## src/rtl/ppu_hazard_forwarding_unit.sv

```systemverilog
// PPU hazard unit: tracks in-flight register writes (EX/MEM/WB) and derives
// ID-stage operand forwarding selects, the load-use stall and pipeline enables.
module ppu_hazard_forwarding_unit #(
  parameter int unsigned AW    = 5,
  parameter int unsigned CNT_W = 16
) (
  input  logic             clk,
  input  logic             reset,
  input  logic             id_valid,
  input  logic [AW-1:0]    id_rs,
  input  logic [AW-1:0]    id_rt,
  input  logic             id_uses_rs,
  input  logic             id_uses_rt,
  input  logic             id_rf_enable,
  input  logic             id_load_instr,
  input  logic [AW-1:0]    id_dest,
  output logic [1:0]       fwd_a_sel,
  output logic [1:0]       fwd_b_sel,
  output logic             stall,
  output logic             pc_le,
  output logic             if_id_le,
  output logic             id_ex_bubble,
  output logic [CNT_W-1:0] stall_count
);

  localparam logic [1:0] SEL_RF  = 2'b00;
  localparam logic [1:0] SEL_EX  = 2'b01;
  localparam logic [1:0] SEL_MEM = 2'b10;
  localparam logic [1:0] SEL_WB  = 2'b11;

  logic          ex_v_q, ex_we_q, ex_ld_q;
  logic [AW-1:0] ex_dst_q;
  logic          mem_v_q, mem_we_q, mem_ld_q;
  logic [AW-1:0] mem_dst_q;
  logic          wb_v_q, wb_we_q;
  logic [AW-1:0] wb_dst_q;

  logic          ex_v_d, ex_we_d, ex_ld_d;
  logic [AW-1:0] ex_dst_d;
  logic          mem_v_d, mem_we_d, mem_ld_d;
  logic [AW-1:0] mem_dst_d;
  logic          wb_v_d, wb_we_d;
  logic [AW-1:0] wb_dst_d;

  logic [CNT_W-1:0] stall_count_q, stall_count_d;

  logic ex_wr, mem_wr, wb_wr;
  logic rs_hits_ex, rt_hits_ex;

  // Register 0 is hard-wired, so writes to it never qualify as producers.
  always_comb begin
    ex_wr  = ex_v_q  & ex_we_q  & (ex_dst_q  != '0);
    mem_wr = mem_v_q & mem_we_q & (mem_dst_q != '0);
    wb_wr  = wb_v_q  & wb_we_q  & (wb_dst_q  != '0);
  end

  // Youngest qualifying producer wins; unused operands read the RF.
  always_comb begin
    fwd_a_sel = SEL_RF;
    if (id_uses_rs) begin
      if (ex_wr && (ex_dst_q == id_rs))        fwd_a_sel = SEL_EX;
      else if (mem_wr && (mem_dst_q == id_rs)) fwd_a_sel = SEL_MEM;
      else if (wb_wr && (wb_dst_q == id_rs))   fwd_a_sel = SEL_WB;
    end
  end

  always_comb begin
    fwd_b_sel = SEL_RF;
    if (id_uses_rt) begin
      if (ex_wr && (ex_dst_q == id_rt))        fwd_b_sel = SEL_EX;
      else if (mem_wr && (mem_dst_q == id_rt)) fwd_b_sel = SEL_MEM;
      else if (wb_wr && (wb_dst_q == id_rt))   fwd_b_sel = SEL_WB;
    end
  end

  // Load data is not ready until MEM, so a reader directly behind a load waits one cycle.
  always_comb begin
    rs_hits_ex   = id_uses_rs & (ex_dst_q == id_rs);
    rt_hits_ex   = id_uses_rt & (ex_dst_q == id_rt);
    stall        = ~reset & id_valid & ex_wr & ex_ld_q & (rs_hits_ex | rt_hits_ex);
    pc_le        = ~stall;
    if_id_le     = ~stall;
    id_ex_bubble = stall;
    stall_count  = stall_count_q;
  end

  always_comb begin
    ex_v_d    = id_valid & ~stall;
    ex_we_d   = id_rf_enable;
    ex_ld_d   = id_load_instr;
    ex_dst_d  = id_dest;
    mem_v_d   = ex_v_q;
    mem_we_d  = ex_we_q;
    mem_ld_d  = ex_ld_q;
    mem_dst_d = ex_dst_q;
    wb_v_d    = mem_v_q;
    wb_we_d   = mem_we_q;
    wb_dst_d  = mem_dst_q;
    stall_count_d = stall_count_q;
    if (stall && (stall_count_q != '1)) stall_count_d = stall_count_q + CNT_W'(1);
  end

  always_ff @(posedge clk) begin
    if (reset) begin
      ex_v_q        <= 1'b0;
      ex_we_q       <= 1'b0;
      ex_ld_q       <= 1'b0;
      ex_dst_q      <= '0;
      mem_v_q       <= 1'b0;
      mem_we_q      <= 1'b0;
      mem_ld_q      <= 1'b0;
      mem_dst_q     <= '0;
      wb_v_q        <= 1'b0;
      wb_we_q       <= 1'b0;
      wb_dst_q      <= '0;
      stall_count_q <= '0;
    end else begin
      ex_v_q        <= ex_v_d;
      ex_we_q       <= ex_we_d;
      ex_ld_q       <= ex_ld_d;
      ex_dst_q      <= ex_dst_d;
      mem_v_q       <= mem_v_d;
      mem_we_q      <= mem_we_d;
      mem_ld_q      <= mem_ld_d;
      mem_dst_q     <= mem_dst_d;
      wb_v_q        <= wb_v_d;
      wb_we_q       <= wb_we_d;
      wb_dst_q      <= wb_dst_d;
      stall_count_q <= stall_count_d;
    end
  end

  // Load flag is only consulted in EX; MEM copy is kept for pipeline symmetry.
  logic unused_ok;
  assign unused_ok = mem_ld_q;

endmodule

```

## config.mk

```make
export PLATFORM = sky130hd
export DESIGN_NAME = ppu_hazard_forwarding_unit
export DESIGN_NICKNAME = d
export VERILOG_FILES = /design/src/rtl/ppu_hazard_forwarding_unit.sv
export SDC_FILE = /design/constraint.sdc
export NUM_CORES = 1
export LEC_CHECK = 0
export ABC_AREA = 1
export BUFFER_PORTS_ARGS = -buffer_cell sky130_fd_sc_hd__buf_2
export CAP_MARGIN = 15
export CORE_UTILIZATION = 43
export DETAILED_ROUTE_END_ITERATION = 16
export HOLD_SLACK_MARGIN = 0.08
export PLACE_DENSITY = 0.7
export SETUP_SLACK_MARGIN = 0.4
export SYNTH_ARGS = -nofsm -noshare
export SYNTH_HDL_FRONTEND = slang
export SYNTH_SLANG_ARGS = --single-unit
```

## constraint.sdc

```tcl
create_clock -name clk -period 1.7 [get_ports clk]
set_clock_uncertainty 0.15 [all_clocks]
set_input_delay 0.34 -clock clk [delete_from_list [all_inputs] [get_ports clk]]
set_output_delay 0.34 -clock clk [all_outputs]
set_load 0.01 [all_outputs]
```

==> impl_metrics.py <==
metrics = {
    "logic_synthesis": {
        "syn_area_sq_um": 2362,
        "synth-simple-area-share": 0.4052,
        "ys_ff_latch": 38,
        "synth.area.mux_share": 0,
        "ys_seq_area_frac": 0.3220,
        "synthXorXnorAreaFrac": 0.09640,
        "synthCells": 358,
        "synth_compound_area_frac": 0.01271,
        "synth_area_leaders": "dfxtp_1 32%, nand2_1 13%, inv_1 12%",
        "synth_fa_ha_area_frac": 0.005297,
        "yosys_warnings": 0,
        "synth_nets": 381,
        "synth.largest_area_cell": "dfxtp_1",
        "ys_types": 27,
        "synth_top_area_share": 0.3220,
        "syn_avg_cell_area_sq_um": 6.599,
        "synth_top_family_by_area": "simple AND/OR/NAND/NOR gates",
    },
    "drt": {
        "avgViaCountPerCell": 4.899,
        "drc_errors": 0,
        "antenna_left": 0,
        "wl_microns": 6574,
        "avgRoutedWirePerCell_microns": 13.02,
        "via_count": 2474,
        "dr.pass1.iters": 4,
        "drt_iter0_drc": 123,
    },
    "floorplan": {
        "die_w_microns": 76.12,
        "placementRows": 26,
        "die_h_microns": 76.12,
        "dieArea_sq_um": 5794,
        "core_area_sq_um": 5205,
        "ios": 46,
        "start_util": 0.4538,
    },
    "final_layout": {
        "antenna_cells": 0,
        "final_nets": 457,
        "final_common_cell": "nand2_1",
        "mostFrequentLayoutCells": "68 x nand2_1, 66 x inv_1, 51 x nor2_1, 26 x buf_2, 25 x buf_6",
        "areaGrowthSynthToFinish_pct": 52.17,
        "design_area_sq_um": 3595,
        "layout-drive-gt1-share": 0.4138,
    },
    "sta": {
        "max_freq_ghz": 0.4753,
        "rsz0062_at_grt": "yes",
        "period_share": 1.238,
        "max-slew-margin-rel": 0.8120,
        "finalMaxSlewViolations": 0,
        "tightest_slew_ns": 0.2809,
        "setup-violations-final": 24,
        "min_period_ns": 2.104,
        "setup_ws_ns": -0.4040,
        "hold_viol": 0,
        "whs_ns": 0.08487,
    },
    "cts": {
        "cts_buffers": 5,
        "clk_latency_ns": 0.30,
        "ctsHtreeMaxLevel": 2,
        "cts.path.max_buffers": 2,
        "clock-sinks": 38,
        "clk_transition_reported_paths_ns": 0.09,
        "cts-root-buf": "clkbuf_8",
        "cts_tree": "built",
    },
    "power_and_ir_drop": {
        "p_int_uw": 1555,
        "p_leak_uw": 0.001668,
        "pwr-share-seq": 0.436,
        "peakVddDrop_v": 0.0005036,
        "switchingPower_uw": 530.4,
        "comb_power_share": 0.136,
        "clock_power_share": 0.427,
        "power_density_nw_per_um2": 580.1,
        "swShare": 0.2544,
    },
    "grt": {
        "gr-total-overflow": 0,
        "grt_pass1_wl_microns": 9756,
        "first_global_vias": 2177,
        "grtUsageTotal": 0.2090,
        "antenna_found_initial": 0,
        "grt_max_degree": 22,
    },
    "place": {
        "placed_area_sq_um": 2868,
        "io_buffers": 45,
        "gp_congestion": 0.8738,
        "dp_hpwl_microns": 4057,
    },
    "worst_hold_path": {
        "hp-class": "input port to register",
    },
    "outcome": {
        "outcome": "complete, but fails checks",
        "violations": "negative setup slack",
    },
    "setup_path": {
        "worstPathMaxFanout": 3,
        "start_kind": "register",
        "cp_data_arrival_time_ns": 1.61,
        "cp_slowest_cell": "dfxtp_1",
        "required_ns": 1.21,
        "path_cells": "nor3_1 -> nand2_1 -> nand3_1 -> inv_1 -> nand3_1 -> inv_1 -> nand2_1 -> a21boi_2 -> buf_2",
        "cp_num_buf_inv": 3,
        "end_kind": "output pin",
        "critPathMaxStageDelay_ns": 0.35,
        "critPathTopFamily": "simple AND/OR/NAND/NOR gates",
        "critPathKind": "register to output pin",
    },
    "job": {
        "max-cap-violations": 0,
    },
}
==> worst reg2reg max path: stages (launching register included) <==
cell,delay (ns)
dfxtp_4,0.37
buf_6,0.12
nand2_2,0.05
nand2_2,0.06
nor2_4,0.12
nand4_1,0.12
nand2_2,0.12
buf_6,0.11
buf_8,0.12
buf_12,0.14
nand3_4,0.07
nand2_1,0.06
inv_1,0.04
nor2_1,0.10
==> power by group through the flow <==
stage	Combinational [uW]	Sequential (uW)	Clock, uW
final	285	910	890
after global routing	309	913	948
after CTS	235	926	896
after detailed placement	212	949	0
after global placement	208	948	0
after floorplan	124	946	0
==> metrics by stage <==
step / setup slack, ns / TNS, ns / power (uW) / utilization / cells
3_5_place_dp: -0.1739 / -2.281 / 1161 / 0.5510 / 483
4_1_cts: -0.3863 / -3.080 / 2057 / 0.6175 / 497
6_report: -0.4040 / -4.570 / 2085 / 0.6906 / 505
2_1_floorplan: -0.08826 / -0.1440 / 1069 / - / 358
5_1_grt: -0.4971 / -6.532 / 2171 / 0.6906 / 505
3_3_place_gp: -0.1578 / -1.533 / 1157 / 0.5510 / 483
==> cell families after synthesis <==
kind of cell	Yosys count
and+or+nand+nor	198
buffers and inverters	90
DFF	38
adders and majority gates	1
xor gates and xnor gates	26
AOI/OAI and AO/OA	5
==> sequential cells by signal, indices dropped and copies added, names as in the netlist <==
register,count
wb_we_q,1
wb_dst_q,5
ex_we_q,1
mem_v_q,1
mem_we_q,1
ex_ld_q,1
mem_dst_q,5
wb_v_q,1
stall_count,16
ex_dst_q,5
ex_v_q,1
==> cell usage after synthesis <==
master	n
a21boi_0	2
a21oi_1	3
and2_4	1
buf_1	1
buf_2	2
buf_4	3
buf_6	1
buf_8	1
clkbuf_1	2
clkbuf_4	1
dfxtp_1	38
ha_1	1
inv_1	74
inv_2	5
nand2_1	79
nand2_2	1
nand3_1	12
nand3_2	13
nand4_1	23
nand4_4	1
nor2_1	56
nor2_2	2
nor2_4	2
nor3_1	7
nor3_2	1
xnor2_1	11
xor2_1	15
==> cell type report <==
class,count,area [sq um]
clock inverter,2,38.79
timing repair buffer,80,784.5
clock buffer,6,93.84
inverter,79,299.0
sequential,38,842.1
multi-input combinational,230,1449
tap,70,87.58
fill,399,1610
==> timing repair <==
item	4_1_cts	5_1_grt
setup endpoints to repair	37	40
gates resized for setup	41	65
gates cloned	1	3
hold endpoints to repair	4	0
pin swaps	19	35
hold buffers	4	0
setup buffers	1	5
==> layer usage <==
layer / track usage / up-vias / routed length, microns
li1: - / 1235 / -
met1: 0.2755 / 1138 / 2924
met2: 0.3400 / 91 / 3158
met3: 0.04072 / 10 / 371
met4: 0.07308 / 0 / 119
met5: 0 / - / 0
==> path summary, 6_finish.rpt <==
path                     from              to  slack, ns  cells past startpoint
hold / removal     id_dest[1]     ex_dst_q[1]       0.08                      3
setup / recovery  wb_dst_q[2]    fwd_a_sel[0]      -0.40                      9
setup reg to reg  ex_dst_q[3]  stall_count[1]      -0.13                     13
hold reg to reg      mem_we_q         wb_we_q       0.28                      2
(Power assumes the default switching activity.)
